$ cat src/rtl/fp8_pkg.sv
// Shared definitions for the 8-bit float datapath.
// Holds the default field widths, the fp8_to_twos FSM state type and the packed fp8 word.
// The forward converter reuses the fp8 struct on its output.
package fp8_pkg;

    localparam int unsigned EXP_W_DEF  = 3;
    localparam int unsigned FRAC_W_DEF = 4;
    localparam int unsigned OUT_W_DEF  = 12;

    typedef enum logic [1:0] {
        StIdle,
        StShift,
        StConv,
        StOut
    } state_e;

    // The significand has no hidden bit: the value is (-1)^sign * frac * 2^exp.
    typedef struct packed {
        logic                  sign;
        logic [EXP_W_DEF-1:0]  exp;
        logic [FRAC_W_DEF-1:0] frac;
    } fp8_t;

endpackage

$ cat src/rtl/twos_negate.sv
// Conditional two's-complement negate (combinational).
// Ports:
//   neg - when high, y = -a (mod 2^WIDTH); otherwise y = a
//   a   - input word
//   y   - result word
module twos_negate #(
    parameter int unsigned WIDTH = 12
) (
    input  logic             neg,
    input  logic [WIDTH-1:0] a,
    output logic [WIDTH-1:0] y
);

    // A zero magnitude negates to zero, so negative zero cannot appear.
    assign y = neg ? (~a + WIDTH'(1)) : a;

endmodule

$ cat src/rtl/fp8_to_twos.sv
// Converts one 8-bit float (sign, exponent, significand) into a two's-complement word.
// The significand is shifted left once per cycle, exponent times, then conditionally negated.
// Ports:
//   clk, rst_n          - clock, asynchronous active-low reset
//   in_valid, in_ready  - input handshake (in_ready only while idle)
//   in_sign, in_exp,
//   in_frac             - float fields, sampled on the accepting edge only
//   out_valid, out_ready- output handshake; out_data held while out_valid && !out_ready
//   out_data            - two's-complement result, keeps its last value after the handshake
//   busy                - high whenever a conversion is in flight
// Widths must satisfy FRAC_W + 2^EXP_W - 1 <= OUT_W - 1 so the shifted magnitude never overflows.
module fp8_to_twos
    import fp8_pkg::*;
#(
    parameter int unsigned EXP_W  = EXP_W_DEF,
    parameter int unsigned FRAC_W = FRAC_W_DEF,
    parameter int unsigned OUT_W  = OUT_W_DEF
) (
    input  logic              clk,
    input  logic              rst_n,
    input  logic              in_valid,
    output logic              in_ready,
    input  logic              in_sign,
    input  logic [EXP_W-1:0]  in_exp,
    input  logic [FRAC_W-1:0] in_frac,
    output logic              out_valid,
    input  logic              out_ready,
    output logic [OUT_W-1:0]  out_data,
    output logic              busy
);

    state_e             state_q, state_d;
    logic [OUT_W-1:0]   mag_q, mag_d;
    logic [EXP_W-1:0]   cnt_q, cnt_d;
    logic               sign_q, sign_d;
    logic [OUT_W-1:0]   out_data_q, out_data_d;
    logic               out_valid_q, out_valid_d;
    logic [OUT_W-1:0]   signed_mag;

    twos_negate #(
        .WIDTH (OUT_W)
    ) u_negate (
        .neg (sign_q),
        .a   (mag_q),
        .y   (signed_mag)
    );

    always_comb begin
        state_d     = state_q;
        mag_d       = mag_q;
        cnt_d       = cnt_q;
        sign_d      = sign_q;
        out_data_d  = out_data_q;
        out_valid_d = out_valid_q;

        unique case (state_q)
            StIdle: begin
                if (in_valid) begin
                    sign_d  = in_sign;
                    cnt_d   = in_exp;
                    mag_d   = OUT_W'(in_frac);
                    state_d = StShift;
                end
            end
            StShift: begin
                // cnt only decrements while nonzero, so it never wraps.
                if (cnt_q != '0) begin
                    mag_d = mag_q << 1;
                    cnt_d = cnt_q - EXP_W'(1);
                end else begin
                    state_d = StConv;
                end
            end
            StConv: begin
                out_data_d  = signed_mag;
                out_valid_d = 1'b1;
                state_d     = StOut;
            end
            StOut: begin
                if (out_ready) begin
                    out_valid_d = 1'b0;
                    state_d     = StIdle;
                end
            end
            default: begin
                state_d = StIdle;
            end
        endcase
    end

    always_ff @(posedge clk or negedge rst_n) begin
        if (!rst_n) begin
            state_q     <= StIdle;
            mag_q       <= '0;
            cnt_q       <= '0;
            sign_q      <= 1'b0;
            out_data_q  <= '0;
            out_valid_q <= 1'b0;
        end else begin
            state_q     <= state_d;
            mag_q       <= mag_d;
            cnt_q       <= cnt_d;
            sign_q      <= sign_d;
            out_data_q  <= out_data_d;
            out_valid_q <= out_valid_d;
        end
    end

    assign in_ready  = (state_q == StIdle);
    assign busy      = (state_q != StIdle);
    assign out_valid = out_valid_q;
    assign out_data  = out_data_q;

endmodule
$ cat config.mk
export PLATFORM = sky130hd
export DESIGN_NAME = fp8_to_twos
export DESIGN_NICKNAME = d
export VERILOG_FILES = /design/src/rtl/fp8_pkg.sv /design/src/rtl/twos_negate.sv /design/src/rtl/fp8_to_twos.sv
export SDC_FILE = /design/constraint.sdc
export NUM_CORES = 1
export LEC_CHECK = 0
export CAP_MARGIN = 20
export CORE_ASPECT_RATIO = 1.1
export CORE_MARGIN = 3
export CORE_UTILIZATION = 55
export CTS_BUF_LIST = sky130_fd_sc_hd__clkbuf_8
export DETAILED_ROUTE_END_ITERATION = 8
export HOLD_SLACK_MARGIN = 0.08
export PLACE_DENSITY = 0.81
export SYNTH_ARGS = -nofsm -noshare
export SYNTH_HDL_FRONTEND = slang
export SYNTH_HIERARCHICAL = 1
export SYNTH_SLANG_ARGS = --single-unit
$ cat constraint.sdc
create_clock -name clk -period 2.25 [get_ports clk]
set_input_delay 0.3375 -clock clk [delete_from_list [all_inputs] [get_ports clk]]
set_output_delay 0.3375 -clock clk [all_outputs]
set_load 0.01 [all_outputs]
==> results.toml, run 1 <==
[global_route]
grt_max_degree = 32
grt_antenna_before_repair = 0
grt_usage_pct = 18.7
overflow = 0
grt_pass1_wl_um = 5340
grt_pass1_vias = 1212

[critical_path]
critical_path_class = "reg -> reg"
crit_chain = "inv_1 > ha_1 > nor2_1 > a211oi_4 > buf_4 > mux2i_1"
crit_required_ns = 2.45
crit-reg2reg-capture = "mag_q[6]"
startpoint_type = "flip-flop"
worst-r2r-setup-slack_ns = 0.24
r2r-start = "state_q[1]"
worstPathArrival_ns = 2.21
cpPeakStageDelay_ns = 0.41
cp-end-kind = "flip-flop"
crit_slowest_cell = "dfrtp_1"
crit_fanout = 10
worstRegToRegCells = 6

[layout]
final_nets = 199
final_layout_size_suffix_gt1_share_pct = 20.4
areaGrowthSynthToFinish_pct = 20.9
antenna_cells = 0
finalInstanceArea_um2 = 2100

[yosys]
synth_area_leader_cell = "dfrtp_1"
synthArstFlopShare_pct = 100
synth_top_family_by_area = "multiplexers"
synth_edf_count = 0
yosysWarnings = 6
yosys.area_share.simple_pct = 7.50
synthFlopType = "dfrtp_1"
synth_most_common_cell = "dfrtp_1"
synth_compound_gate_area_share_pct = 9.59
yosys-top-cells-count = "dfrtp_1 (31), inv_1 (22), mux2_2 (20)"
synthAdderAreaFrac_pct = 5.05
synthMuxAreaShare_pct = 20.5
netlist_instances = 150
synth_seq_cells = 31
synthXorXnorAreaFrac_pct = 5.05
yosysSeqAreaShare_pct = 44.7
synth.area.top_cells = "dfrtp_1 (45%), mux2_2 (13%), mux2i_1 (7.5%), ha_1 (5.0%), xnor2_1 (5.0%)"
synth_top_area_share_pct = 44.7
yosys.cell_types.count = 28
avgSynthCellArea_um2 = 11.6
synth_nets = 169
netlist_area_um2 = 1740

[pwr]
vdd_ir_drop_max_v = 0.000951
power_density_nw_per_um2 = 1470
p_leak_nw = 0.928

[timing]
setup_viol = 0
fmax_mhz = 499
rsz0062_at_grt = "false"
tightestPinTransition_ns = 0.599
slew_headroom_pct = 60.0
fin_crit_sh_pct = 89.1
fin_crit_ns = 2.01
slew_viol_final = 0
hold_viol = 0
finalClockSkew_ns = 0.00390
tns_ns = 0

[die]
io_pins = 27
dieArea_um2 = 3870
die-height_um = 64.9
initial_core_util_pct = 60.3
core_region_area_um2 = 2880
die_x_um = 59.6
row_count = 20

[routing]
drt_iter0_markers = 18
wirelength_um = 3040
wire_per_inst_um = 14.2
drc = 0
final_antenna_net_count = 0
dr_total_vias = 1170
vias_per_cell = 5.47
first_pass_iters = 3

[place]
gp_congestion = 0.808
port_buffers = 26
dpl_cell_area_um2 = 2020
hpwlAfterDp_um = 2280

[status]
outcome = "completed"

[clock_tree]
clock_latency_ns = 0.28
clkSinkCount = 31
post-cts-setup-buffers = 0
post_cts_resize_count = 0
cts_tree = "done"
cts_buffer_depth = 2
root_buffer = "clkbuf_8"
cts_made_buffers = 5
htree_levels = 2
cts_hold_buf = 0
clkTransAtPathRegs_ns = 0.06

[min_path]
hold_class = "in -> async"

[flow_run]
maxCapViolations = 0
cell families (layout without fill, tap and decap cells):
logic type,count (synthesis),count (layout)
muxes,33,33
DFF,31,31
buffers and inverters,29,60
and+or+nand+nor,24,24
AOI/OAI and AO/OA,16,16
xor gates and xnor gates,10,10
adders and majority gates,7,7
layout by cell type (no fill, tap or decap), types with 2 or more instances in the layout:
master | synthesis | layout
buf_4 | 2 | 4
xnor2_1 | 10 | 10
o2bb2ai_1 | 2 | 2
dfrtp_1 | 31 | 31
mux2i_1 | 13 | 13
nor2_1 | 5 | 5
clkdlybuf4s50_1 | 0 | 26
o21ai_0 | 4 | 4
o31ai_2 | 2 | 2
or4_1 | 2 | 2
nand2b_1 | 2 | 2
clkbuf_8 | 0 | 5
mux2_2 | 20 | 20
inv_1 | 22 | 24
ha_1 | 7 | 7
o31ai_1 | 3 | 3
nand2_1 | 10 | 10
critical path: cells and delay by family, from the launching register on:
family | cells | cell delay, ns
AOI/OAI and AO/OA | 1 | 0.37
adders and majority gates | 1 | 0.40
buffers and inverters | 2 | 0.37
DFF | 1 | 0.41
muxes | 1 | 0.21
and+or+nand+nor | 1 | 0.17
flip-flops by register name (all words and copies together), names as in the netlist:
signal / count
cnt_q: 3
out_data: 12
state_q: 2
sign_q: 1
mag_q: 12
out_valid: 1
power breakdown:
| group | total, mW | switching [mW] | internal, mW |
|---|---|---|---|
| clock network | 0.405 | 0.198 | 0.207 |
| logic | 1.71 | 0.754 | 0.951 |
| registers | 0.974 | 0.193 | 0.780 |
layer usage:
| layer | share of wire (%) | vias to the layer above | global-route usage [%] | routed length (µm) |
|---|---|---|---|---|
| met4 | 2.8 | 0 | 9.97 | 86 |
| li1 | - | 569 | - | - |
| met3 | 4.4 | 9 | 5.78 | 133 |
| met5 | 0 | - | 0 | 0 |
| met1 | 42 | 566 | 21.5 | 1270 |
| met2 | 51 | 26 | 30.5 | 1550 |
through the flow:
stage	worst slack (ns)	hold slack [ns]	utilization [%]	power, mW	instances
5_1_grt	0.0768	0.472	72.9	3.32	214
3_5_place_dp	0.242	0.495	70.1	2.70	206
4_1_cts	0.232	0.452	72.9	3.12	214
6_report	0.245	0.443	72.9	3.08	214
3_3_place_gp	0.345	0.489	70.1	2.63	206
2_1_floorplan	0.548	0.0419	-	2.23	150
area by class of cell:
cell class | instances | area (µm²)
clock inverters | 3 | 12.5
inverters | 22 | 82.6
repair buffers | 30 | 290
flip-flops and latches | 31 | 776
multi-input cells | 90 | 827
well taps | 33 | 41.3
clock buffers | 5 | 68.8
fillers | 215 | 779
how the worst max path moves through the flow:
stage | slack (ns) | cells past startpoint | to | startpoint
floorplan | 0.55 | 5 | mag_q[1] | state_q[0]
global placement | 0.35 | 6 | mag_q[5] | state_q[1]
detailed placement | 0.24 | 6 | mag_q[6] | state_q[1]
CTS | 0.23 | 6 | mag_q[6] | state_q[1]
global route | 0.08 | 6 | mag_q[7] | state_q[1]
finish | 0.24 | 6 | mag_q[6] | state_q[1]
Power figures use the tool's default switching activity.
==> run 2: changes to the inputs <==
CAP_MARGIN = not set   (was 20)
==> results of run 2 <==
Same layout as run 1: the final DEF is identical, and so are final timing and power.
